File: src/rtl/vga_stream_reader.sv
// vga_stream_reader: pulls palette bytes from the Nios VGA stream into a FIFO and
// hands one 6-bit index per scan-out request, aligning frames on the SOF marker.
module vga_stream_reader #(
    parameter int          FIFO_DEPTH    = 16,
    parameter int          READ_LATENCY  = 2,
    parameter logic [5:0]  UNDERFLOW_PIX = 6'h0F
) (
    input  logic                          vga_clk,
    input  logic                          reset,
    input  logic [7:0]                    stream_data,
    output logic                          stream_read,
    input  logic                          frame_sync,
    input  logic                          pix_req,
    output logic [5:0]                    pix_data,
    output logic                          pix_valid,
    output logic                          underflow,
    output logic [$clog2(FIFO_DEPTH):0]   fifo_level
);
    localparam int AW = $clog2(FIFO_DEPTH);

    typedef enum logic [1:0] {SYNC, FILL, WAIT} state_t;

    state_t        state, state_nx, ret, ret_nx;
    logic [2:0]    cnt, cnt_nx;
    logic          rd_nx, push, pop, full, empty;
    logic [5:0]    mem [FIFO_DEPTH];
    logic [AW-1:0] wp, rp;

    assign full  = fifo_level == (AW+1)'(FIFO_DEPTH);
    assign empty = fifo_level == '0;
    assign pop   = pix_req && !empty;

    // The strobe is registered, so the byte sampled at the deciding edge is the one consumed
    always_comb begin
        state_nx = state;
        ret_nx   = ret;
        cnt_nx   = cnt;
        rd_nx    = 1'b0;
        push     = 1'b0;
        if (frame_sync) begin
            state_nx = SYNC;
            cnt_nx   = '0;
        end else begin
            case (state)
                SYNC: begin
                    state_nx = stream_data[7] ? FILL : WAIT;
                    rd_nx    = !stream_data[7];
                    ret_nx   = SYNC;
                    cnt_nx   = '0;
                end
                FILL: begin
                    push     = !full;
                    rd_nx    = !full;
                    state_nx = full ? FILL : WAIT;
                    ret_nx   = FILL;
                    cnt_nx   = '0;
                end
                default: begin
                    state_nx = (cnt == 3'(READ_LATENCY - 1)) ? ret : WAIT;
                    cnt_nx   = (cnt == 3'(READ_LATENCY - 1)) ? 3'd0 : cnt + 3'd1;
                end
            endcase
        end
    end

    always_ff @(posedge vga_clk) begin
        if (push) mem[wp] <= stream_data[5:0];
    end

    always_ff @(posedge vga_clk or posedge reset) begin
        if (reset) begin
            state       <= SYNC;
            ret         <= SYNC;
            cnt         <= '0;
            stream_read <= 1'b0;
            wp          <= '0;
            rp          <= '0;
            fifo_level  <= '0;
            pix_data    <= UNDERFLOW_PIX;
            pix_valid   <= 1'b0;
            underflow   <= 1'b0;
        end else begin
            state       <= state_nx;
            ret         <= ret_nx;
            cnt         <= cnt_nx;
            stream_read <= rd_nx;
            if (frame_sync) begin
                wp         <= '0;
                rp         <= '0;
                fifo_level <= '0;
            end else begin
                if (push) wp <= wp + 1'b1;
                if (pop) rp <= rp + 1'b1;
                fifo_level <= fifo_level + (AW+1)'(push) - (AW+1)'(pop);
            end
            pix_valid <= pop;
            if (pix_req) pix_data <= empty ? UNDERFLOW_PIX : mem[rp];
            if (pix_req && empty && state != SYNC) underflow <= 1'b1;
        end
    end
endmodule

File: config.mk
export PLATFORM = sky130hd
export DESIGN_NAME = vga_stream_reader
export DESIGN_NICKNAME = d
export VERILOG_FILES = /design/src/rtl/vga_stream_reader.sv
export SDC_FILE = /design/constraint.sdc
export NUM_CORES = 1
export LEC_CHECK = 0
export ABC_AREA = 1
export BUFFER_PORTS_ARGS = -buffer_cell sky130_fd_sc_hd__buf_4
export CORE_UTILIZATION = 25
export DETAILED_ROUTE_END_ITERATION = 6
export SYNTH_ARGS = -nofsm -noshare
export SYNTH_HDL_FRONTEND = slang
export SYNTH_SLANG_ARGS = --single-unit
File: constraint.sdc
create_clock -name vga_clk -period 2.4 [get_ports vga_clk]
set_input_delay 0.36 -clock vga_clk [delete_from_list [all_inputs] [get_ports vga_clk]]
set_output_delay 0.36 -clock vga_clk [all_outputs]
set_load 0.01 [all_outputs]
=== Word-level counts from Yosys, hierarchy flattened ===
Memory sizes are Yosys's and may differ from the RTL's.
Cells that the tools add are included.

* Muxes and demuxes: 21
* Reductions and logical operators: 14
* Eq/ne operators: 3
* $add $sub $neg: 5
* Bitwise operators: 1

{| class="wikitable"
|+ Operators by type and width
! kind !! number
|-
| 4-bit two-way mux || 4
|-
| 3-bit two-way mux || 3
|-
| 4-bit by 1-bit adder with 4-bit output (second input constant) || 2
|-
| 2-bit two-way mux || 4
|-
| 2-bit case mux with 2 select lines || 2
|-
| 2-bit nonzero test || 4
|-
| 6-bit two-way mux || 1
|-
| 5-bit by 1-bit adder with 5-bit output || 1
|-
| 5-bit equality test (second input constant) || 1
|-
| 5-bit zero test || 1
|-
| 1-bit two-way mux || 5
|-
| 5-bit two-way mux || 1
|-
| 5-bit by 1-bit subtractor with 5-bit output || 1
|-
| 3-bit by 1-bit adder with 3-bit output (second input constant) || 1
|-
| 3-bit by 1-bit equality test with 1-bit output (second input constant) || 1
|-
| 1-bit logical AND || 3
|-
| 1-bit zero test || 3
|-
| 2-bit by 1-bit equality test with 1-bit output (second input constant) || 1
|-
| 2-bit zero test || 1
|-
| 1-bit case mux with 2 select lines || 1
|-
| 2-bit AND reduction || 1
|-
| 2-bit OR reduction || 1
|-
| 1-bit inverter || 1
|}

* Register bits after elaboration: 29
* Bits in writable memories: 96
* Word-level logic and storage cells: 55
* Memories: 1
* Output and inout port bits: 14

{| class="wikitable"
|+ Memory list
! name !! words !! bits a word !! read ports !! clocked after memory_dff !! write ports !! line !! source
|-
| mem || 16 || 6 || 1 || 0 || 1 || 26 || <nowiki>logic [5:0] mem [FIFO_DEPTH];</nowiki>
|}

=== Longest topological paths before layout ===
Gate-level depths: netlist of the first run.

* Word-level depth: 7
* Mapped depth: 16
* Gate-level depth less buffers: 16

=== Least setup slack after synthesis of the first run ===
OpenSTA, ideal clock, no wires.

* Path kind: flip-flop to flip-flop
* Start point: reg fifo_level[3]
* End point: reg fifo_level[4]
* Buffers on the path: 1
* Period minus slack after synthesis: 2471 ps
* Setup time: 77 ps
* Required time: 2323 ps
* Stages on the path, launching flop included: 17
* Data arrival time: 2394 ps
* Path slack: -71 ps
* Path through: dfrtp_1 -> inv_1 -> ha_1 -> nand4_1 -> nand2_1 -> inv_1 -> buf_2 -> ha_1 -> inv_1 -> ha_1 -> inv_1 -> fa_1 -> inv_1 -> a21oi_1 -> o21bai_1 -> o21ai_0 -> a21oi_1

{| class="wikitable"
|+ RTL lines
! element !! line !! source
|-
| start, declared || 17 || <nowiki>output logic [$clog2(FIFO_DEPTH):0] fifo_level</nowiki>
|-
| start signal, assigned || 94 || <nowiki>fifo_level <= fifo_level + (AW+1)'(push) - (AW+1)'(pop);</nowiki>
|-
| 5-bit zero test || 30 || <nowiki>assign empty = fifo_level == '0;</nowiki>
|-
| 1-bit zero test || 31 || <nowiki>assign pop = pix_req && !empty;</nowiki>
|-
| 1-bit logical AND || 31 ||
|-
| via pop || 25 || <nowiki>logic rd_nx, push, pop, full, empty;</nowiki>
|-
| 5-bit by 1-bit subtractor with 5-bit output || 94 ||
|-
| 5-bit two-way mux || 87 || <nowiki>if (frame_sync) begin</nowiki>
|}

The timed path passes the listed nets, and every way through them passes these cells.
A chain may end at the register's enable or synchronous reset.

=== Worst setup path after layout of the first run ===
* Start point: reg fifo_level[2]
* End point: reg fifo_level[4]

* Cells in the longest elaborated chain, start to end: 7

{| class="wikitable"
|+ Ends and longest elaborated chain
! element !! line !! source
|-
| 5-bit equality test || 29 || <nowiki>assign full = fifo_level == (AW+1)'(FIFO_DEPTH);</nowiki>
|-
| 1-bit zero test || 52 || <nowiki>push = !full;</nowiki>
|-
| 1-bit two-way mux || 44 || <nowiki>case (state)</nowiki>
|-
| 1-bit two-way mux || 40 || <nowiki>if (frame_sync) begin</nowiki>
|-
| 5-bit by 1-bit adder with 5-bit output || 94 ||
|-
| 5-bit by 1-bit subtractor with 5-bit output * || 94 ||
|-
| 5-bit two-way mux * || 87 ||
|}

Mark *: on every way between the ends. The rest lies on a longest branch, timed or not.

==> metrics.md, run 1 <==
| Metric | Value |
|---|---|
| Status | completed |
| Max VDD drop | approximately 0.6 mV |
| Hpwl dp | 7468 µm |
| Final period utilization | a little over nine tenths |
| Syn Area/Cell | 10.17 µm² |
| CP peak stage delay | 400 ps |
| Tmin final | 2290 ps |
| Critical Path RT | between 2000 and 3000 ps |
| Final TNS setup | 0 ps |
| WL final | 11910 µm |
| Max Clock Freq | 436.6 MHz |
| R2R Path End | fifo_level[4]$_DFF_PP0_ |
| Die area | 22440 µm² |
| Hold WC Path Type | input pin to asynchronous set/reset pin |
| Largest delay share family, worst path | adder cells |
| # setup viols final | 0 |
| Gp weighted congestion | 0.7803 |
| Synth cell types | 29 |
| Die Y | around 150 µm |
| Tot GR Track Use | 11.34% |
| Sequential area share after synthesis | 65.72% |
| Synthesized flop and latch total | about 120 |
| Vias | roughly 3700 |
| Startpoint types | register |
| Total power | approximately 0.0068 W |
| PD cells | 1008 nW/µm² |
| Slew headroom | 54.73% |
| Max H-tree Level | 4 |
| R2R setup slack | 110 ps |
| Row count | 53 |
| Worst clock skew | 6.642 ps |
| Share of cells above drive strength 1 | 16.97% |
| Diodes inserted | 0 |
| Layout area overhead | 23.69% |
| Sink Count | 124 |
| Die W | between 100 and 150 µm |
| Ports | 26 |
| Yosys top cell by area | edfxtp_1 |
| Leak | 2.816 nW |
| Worst skew pair latency | 410 ps |
| Nets | 612 |
| Clk pin slew, worst setup/hold paths | 50 ps |
| TritonRoute pass-1 iters | 4 |
| Core Box Area | 21220 µm² |
| Post-Synthesis Cells | 537 |
| Net count of the mapped netlist | between 500 and 600 |
| Top cells by area, synth | edfxtp_1, nand2_1, dfrtp_1, nand3_1, inv_1 |
| Critical path buffers and inverters | 5 |
| Largest net degree at the start of global routing | 52 |
| Crit Path Class | register to register |
| Synth Warn # | 0 |
| Wire length of the first global-routing pass | 18950 µm |
| Synth top area share | 52.80% |
| Number of buffers created by CTS | 17 |
| CP max FO | 3 |
| Final hold vios | 0 |
| Crit path capture type | register |
| Worst-case clock buffer depth | 2 |
| CTS tree | yes |
| Port Buffer Count | 24 |
| Hold buffers post-CTS | 0 |
| Cell Area, Synth | 5460 µm² |
| RSZ-0062 raised after global routing | false |
| Crit path depth | 15 |
| Drt via density | 4.225 |
| Final ANT Viol Nets | 0 |
| Residual DRC | 0 |
| Cells along the critical path | inv_2, ha_4, nand4_1, nand2_1, inv_1, ha_4, inv_2, ha_4, inv_2, fa_2, inv_2, a21oi_2, o21bai_1, o21ai_1, a21oi_1 |
| Initial antenna violation count | 0 |
| Initial Utilization | 25.73% |
| Number of global-route vias before repair | 3589 |
| Worst R2R Path Depth | 15 |
| Worst path most repeated cell | inv_2 |
| Critical Path Slowest Stage Cell | dfrtp_1 |
| Crit path DAT | 2630 ps |
| Avg WL per Cell | approximately 14 µm |
| Max cap viols | 0 |
| R2r startpoint | fifo_level[2]$_DFF_PP0_ |
| CTS Root Cell | clkbuf_16 |
| Total congestion overflow | 0 |
| Measured slew at the worst slew-check pin | 678.3 ps |
| DRT iter0 DRCs | 327 |
| Max-slew violations | 0 |
-- power by group --
part | total, W | switching [W] | internal, W
registers | 0.00257 | 0.0000945 | 0.00248
clock network | 0.00260 | 0.000886 | 0.00172
logic | 0.00163 | 0.000989 | 0.000643
total | 0.00681 | 0.00197 | 0.00484
-- synth_stat cells --
cell / instances
inv_2: 3
ha_1: 11
inv_1: 64
xnor2_1: 1
nor3_1: 3
nand3_1: 66
o21bai_1: 1
a31oi_1: 1
dfstp_2: 4
o31ai_1: 1
nor3b_1: 2
buf_6: 2
buf_2: 12
xor2_1: 1
o21ai_1: 3
buf_4: 1
edfxtp_1: 96
nand4_1: 4
nor4_1: 1
clkinv_1: 1
fa_1: 1
clkbuf_1: 6
a21oi_1: 9
dfrtp_1: 24
o211ai_1: 1
nor2_1: 34
o21ai_0: 14
nand2_1: 165
or2_2: 5
-- timing repair --
| item | 4_1_cts | 5_1_grt |
|---|---|---|
| setup endpoints to repair | 0 | 1 |
| buffers inserted | 0 | 5 |
| resized for setup | 0 | 9 |
| endpoints found under the hold margin | 0 | 0 |
-- metal layers --
metal | part of all wire (%) | track usage (%) | up-vias | wire, µm
met5 | 0 | 0 | - | 0
met4 | 1.1 | 3.333 | 0 | 133
met3 | 4.4 | 3.902 | 10 | 525
met2 | 51 | 19.17 | 71 | 6025
met1 | 44 | 13.55 | 1754 | 5229
li1 | - | - | 1866 | -
-- kinds of logic after synthesis --
group	synth area share, %
flops	65.72
simple gates	21.43
xor+xnor	0.3209
compound gates	2.910
fa+ha+maj	2.887
buf+inv	6.737
-- worst max-delay path by stage --
stage,start,to,slack [ps]
2_1_floorplan,fifo_level[3]$_DFF_PP0_,fifo_level[4]$_DFF_PP0_,10
5_1_grt,fifo_level[2]$_DFF_PP0_,fifo_level[4]$_DFF_PP0_,3
6_report,fifo_level[2]$_DFF_PP0_,fifo_level[4]$_DFF_PP0_,110
4_1_cts,fifo_level[2]$_DFF_PP0_,fifo_level[4]$_DFF_PP0_,10
3_5_place_dp,fifo_level[2]$_DFF_PP0_,fifo_level[4]$_DFF_PP0_,50
3_3_place_gp,fifo_level[2]$_DFF_PP0_,fifo_level[4]$_DFF_PP0_,30
-- cell usage in the layout, fill, tap and decap left out, drive strengths merged, types with 2 or more instances in the layout --
cell type and n:
inv 67, ha 11, dfrtp 24, nand3 66
o21ai 17, dfstp 4, clkinv 9, nor2 34
edfxtp 96, nand2 165, nor3b 2, clkinvlp 2
nand4 4, bufinv 4, a21oi 9, nor3 3
buf 53, or2 5, clkbuf 18
-- cell type report --
cell class	instances	area, µm²
Inverter	68	255.2
Multi-Input combinational cell	324	1550
Tap cell	275	344.1
Timing Repair Buffer	53	410.4
Clock inverter	14	176.4
Sequential cell	124	3588
Clock buffer	18	429.2
Fill cell	2145	14470
-- registers in the layout, summed over array words and instances, names as in the netlist --
signal and count:
cnt 3, fifo_level 5, mem 96, pix_data 6, pix_valid 1, ret 1
rp 4, state 2, stream_read 1, underflow 1, wp 4
-- stage by stage --
stage	util (%)	instances	instance area [µm²]	hold slack [ps]	setup WS [ps]
final	31.83	876	6754	56.94	109.6
after global routing	31.83	876	6754	87.31	2.655
after CTS	31.53	871	6690	68.95	12.76
after detailed placement	28.67	839	6085	471.9	45.80
after global placement	28.67	839	6085	463.1	32.16
after floorplan	-	537	5487	422.4	14.94
(Power assumes the default switching activity.)
==> run 2, diff against run 1 <==
Settings changed: GPL_ROUTABILITY_DRIVEN set to 0, RECOVER_POWER set to 50.
==> run 2 against run 1 <==
Effect of this change:
- combinational power hardly changed
- critical path depth stayed put
- worst setup slack got worse by 0.94 ps
- largest cell class unchanged
==> metrics.md, run 2 (synthesized netlist as in run 1, its figures left out) <==
| Metric | Value |
|---|---|
| Status | completed |
| Initial Utilization | 25.73% (unchanged) |
| Drt via density | 4.228 (about the same) |
| Avg WL per Cell | 13.61 µm (about the same) |
| Max H-tree Level | 4 (unchanged) |
| CP peak stage delay | 400 ps (about the same) |
| Die Y | 149.8 µm (unchanged) |
| Most frequent cells in the layout | nand2_1, edfxtp_1, nand3_1 |
| Final TNS setup | 0 ps (unchanged) |
| CTS tree | yes |
| Top flop regs | mem: 96 flops, pix_data: 6 flops, fifo_level: 5 flops |
| Max VDD drop | 0.5872 mV (-0.11%) |
| Row count | 53 (unchanged) |
| Port Buffer Count | 24 (unchanged) |
| Pre-CTS setup slack | 45.80 ps (unchanged) |
| # setup viols final | 0 (unchanged) |
| Measured slew at the worst slew-check pin | 838.5 ps (+160.2 ps) |
| Layout area overhead | 23.08% |
| Max Clock Freq | 436.4 MHz (about the same) |
| Crit path DAT | 2630 ps (about the same) |
| Total congestion overflow | 0 (unchanged) |
| Nets | 612 (unchanged) |
| Setup ws final | 108.6 ps (-0.9360 ps) |
| Sink Count | 124 (unchanged) |
| Final hold vios | 0 (unchanged) |
| Cells along the critical path | inv_2, ha_4, nand4_1, nand2_1, inv_1, ha_4, inv_2, ha_4, inv_2, fa_2, inv_2, a21oi_2, o21bai_1, o21ai_1, a21oi_1 |
| WL final | 11920 µm (about the same) |
| Tot GR Track Use | 11.34% (unchanged) |
| CTS Root Cell | clkbuf_16 |
| Worst path most repeated cell | inv_2 |
| Leak | 2.782 nW (-1.2%) |
| Number of global-route vias before repair | 3589 (unchanged) |
| Worst skew pair latency | 410 ps (about the same) |
| Clk pin slew, worst setup/hold paths | 50 ps (about the same) |
| Die area | 22440 µm² (unchanged) |
| Diodes inserted | 0 (unchanged) |
| Fill cell total of the finished layout | 2150 (+0.23%) |
| Ports | 26 (unchanged) |
| Max FFs per register | 96 (unchanged) |
| Hold WC Path Type | input pin to asynchronous set/reset pin |
| Final ANT Viol Nets | 0 (unchanged) |
| Hold buffers post-CTS | 0 (unchanged) |
| Critical path buffers and inverters | 5 (unchanged) |
| Biggest register | mem |
| Crit path capture type | register |
| Vias | 3704 (+0.081%) |
| Core Box Area | 21220 µm² (unchanged) |
| Number of buffers created by CTS | 17 (unchanged) |
| Crit Path Class | register to register |
| Most common cell after layout, fill and taps aside | nand2_1 |
| Largest net degree at the start of global routing | 52 (unchanged) |
| Final period utilization | 95.47% (about the same) |
| Residual DRC | 0 (unchanged) |
| Max cap viols | 0 (unchanged) |
| Max-slew violations | 0 (unchanged) |
| Share of cells above drive strength 1 | 15.47% (-1.5 points) |
| Worst-case clock buffer depth | 2 (unchanged) |
| Hpwl dp | 7468 µm (unchanged) |
| RSZ-0062 raised after global routing | false |
| Largest delay share family, worst path | adder cells |
| CP max FO | 3 (unchanged) |
| Critical Path RT | 2740 ps (about the same) |
| Die W | 149.8 µm (unchanged) |
| Initial antenna violation count | 0 (unchanged) |
| Critical Path Slowest Stage Cell | dfrtp_1 |
| Area occupied by multi-input gates | 1550 µm² (unchanged) |
| PD cells | 1011 nW/µm² (+0.30%) |
| Startpoint types | register |
| Worst clock skew | 9.378 ps (+2.737 ps) |
| Register area | 3588 µm² (unchanged) |
| DRT iter0 DRCs | 329 (+0.61%) |
| Tmin final | 2291 ps (+0.9360 ps) |
| TritonRoute pass-1 iters | 4 (unchanged) |
| Wire length of the first global-routing pass | 18950 µm (unchanged) |
| Slew headroom | 44.10% (-11 points) |
[run 2: cell type report]
cell class	count	area share, %
Clock buffer	18	6.386
Clock inverter	14	2.625
Inverter	68	3.798
Multi-Input combinational cell	324	23.07
Sequential cell	124	53.40
Tap cell	275	5.120
Timing Repair Buffer	53	5.604
[run 2: power by group]
group / internal, W / switching (W) / leakage, nW
registers: 0.00248 / 0.0000946 / 1.22
clock network: 0.00172 / 0.000885 / 0.287
logic: 0.000629 / 0.000989 / 1.28
total: 0.00483 / 0.00197 / 2.78
[run 2: per-layer routing]
layer	vias up	share of wire, %	global-route usage, %
li1	1866	-	-
met1	1758	44	13.55
met4	0	1.1	3.333
met5	-	0	0
met3	9	4.1	3.902
met2	71	51	19.17
[run 2: timing repair]
item / CTS / global route
endpoints found under the setup margin: 0 / 1
resized for setup: 0 / 9
buffers inserted: 0 / 5
[run 2: path summary, 6_finish.rpt]
path                                         start                       to  slack, ps  cells past startpoint
hold / removal                               reset  fifo_level[2]$_DFF_PP0_         60                      2
setup / recovery           fifo_level[2]$_DFF_PP0_  fifo_level[4]$_DFF_PP0_        110                     15
setup reg to reg           fifo_level[2]$_DFF_PP0_  fifo_level[4]$_DFF_PP0_        110                     15
max in group asynchronous                    reset       state[0]$_DFF_PP0_       1300                      3
hold reg to reg            pix_data[4]$_DFFE_PP0P_  pix_data[4]$_DFFE_PP0P_        480                      2
min in group vga_clk                    frame_sync  fifo_level[1]$_DFF_PP0_        170                      2
[run 2: stage by stage]
step           area [µm²]  cells  total power, W  hold WS [ps]  utilization [%]
6_report             6720    876        0.006795         57.62            31.67
5_1_grt              6720    876        0.007181         88.38            31.67
4_1_cts              6690    871        0.006755         68.95            31.53
3_5_place_dp         6085    839        0.004139         471.9            28.67
3_3_place_gp         6085    839        0.004133         463.1            28.67
2_1_floorplan        5487    537        0.003599         422.4                -
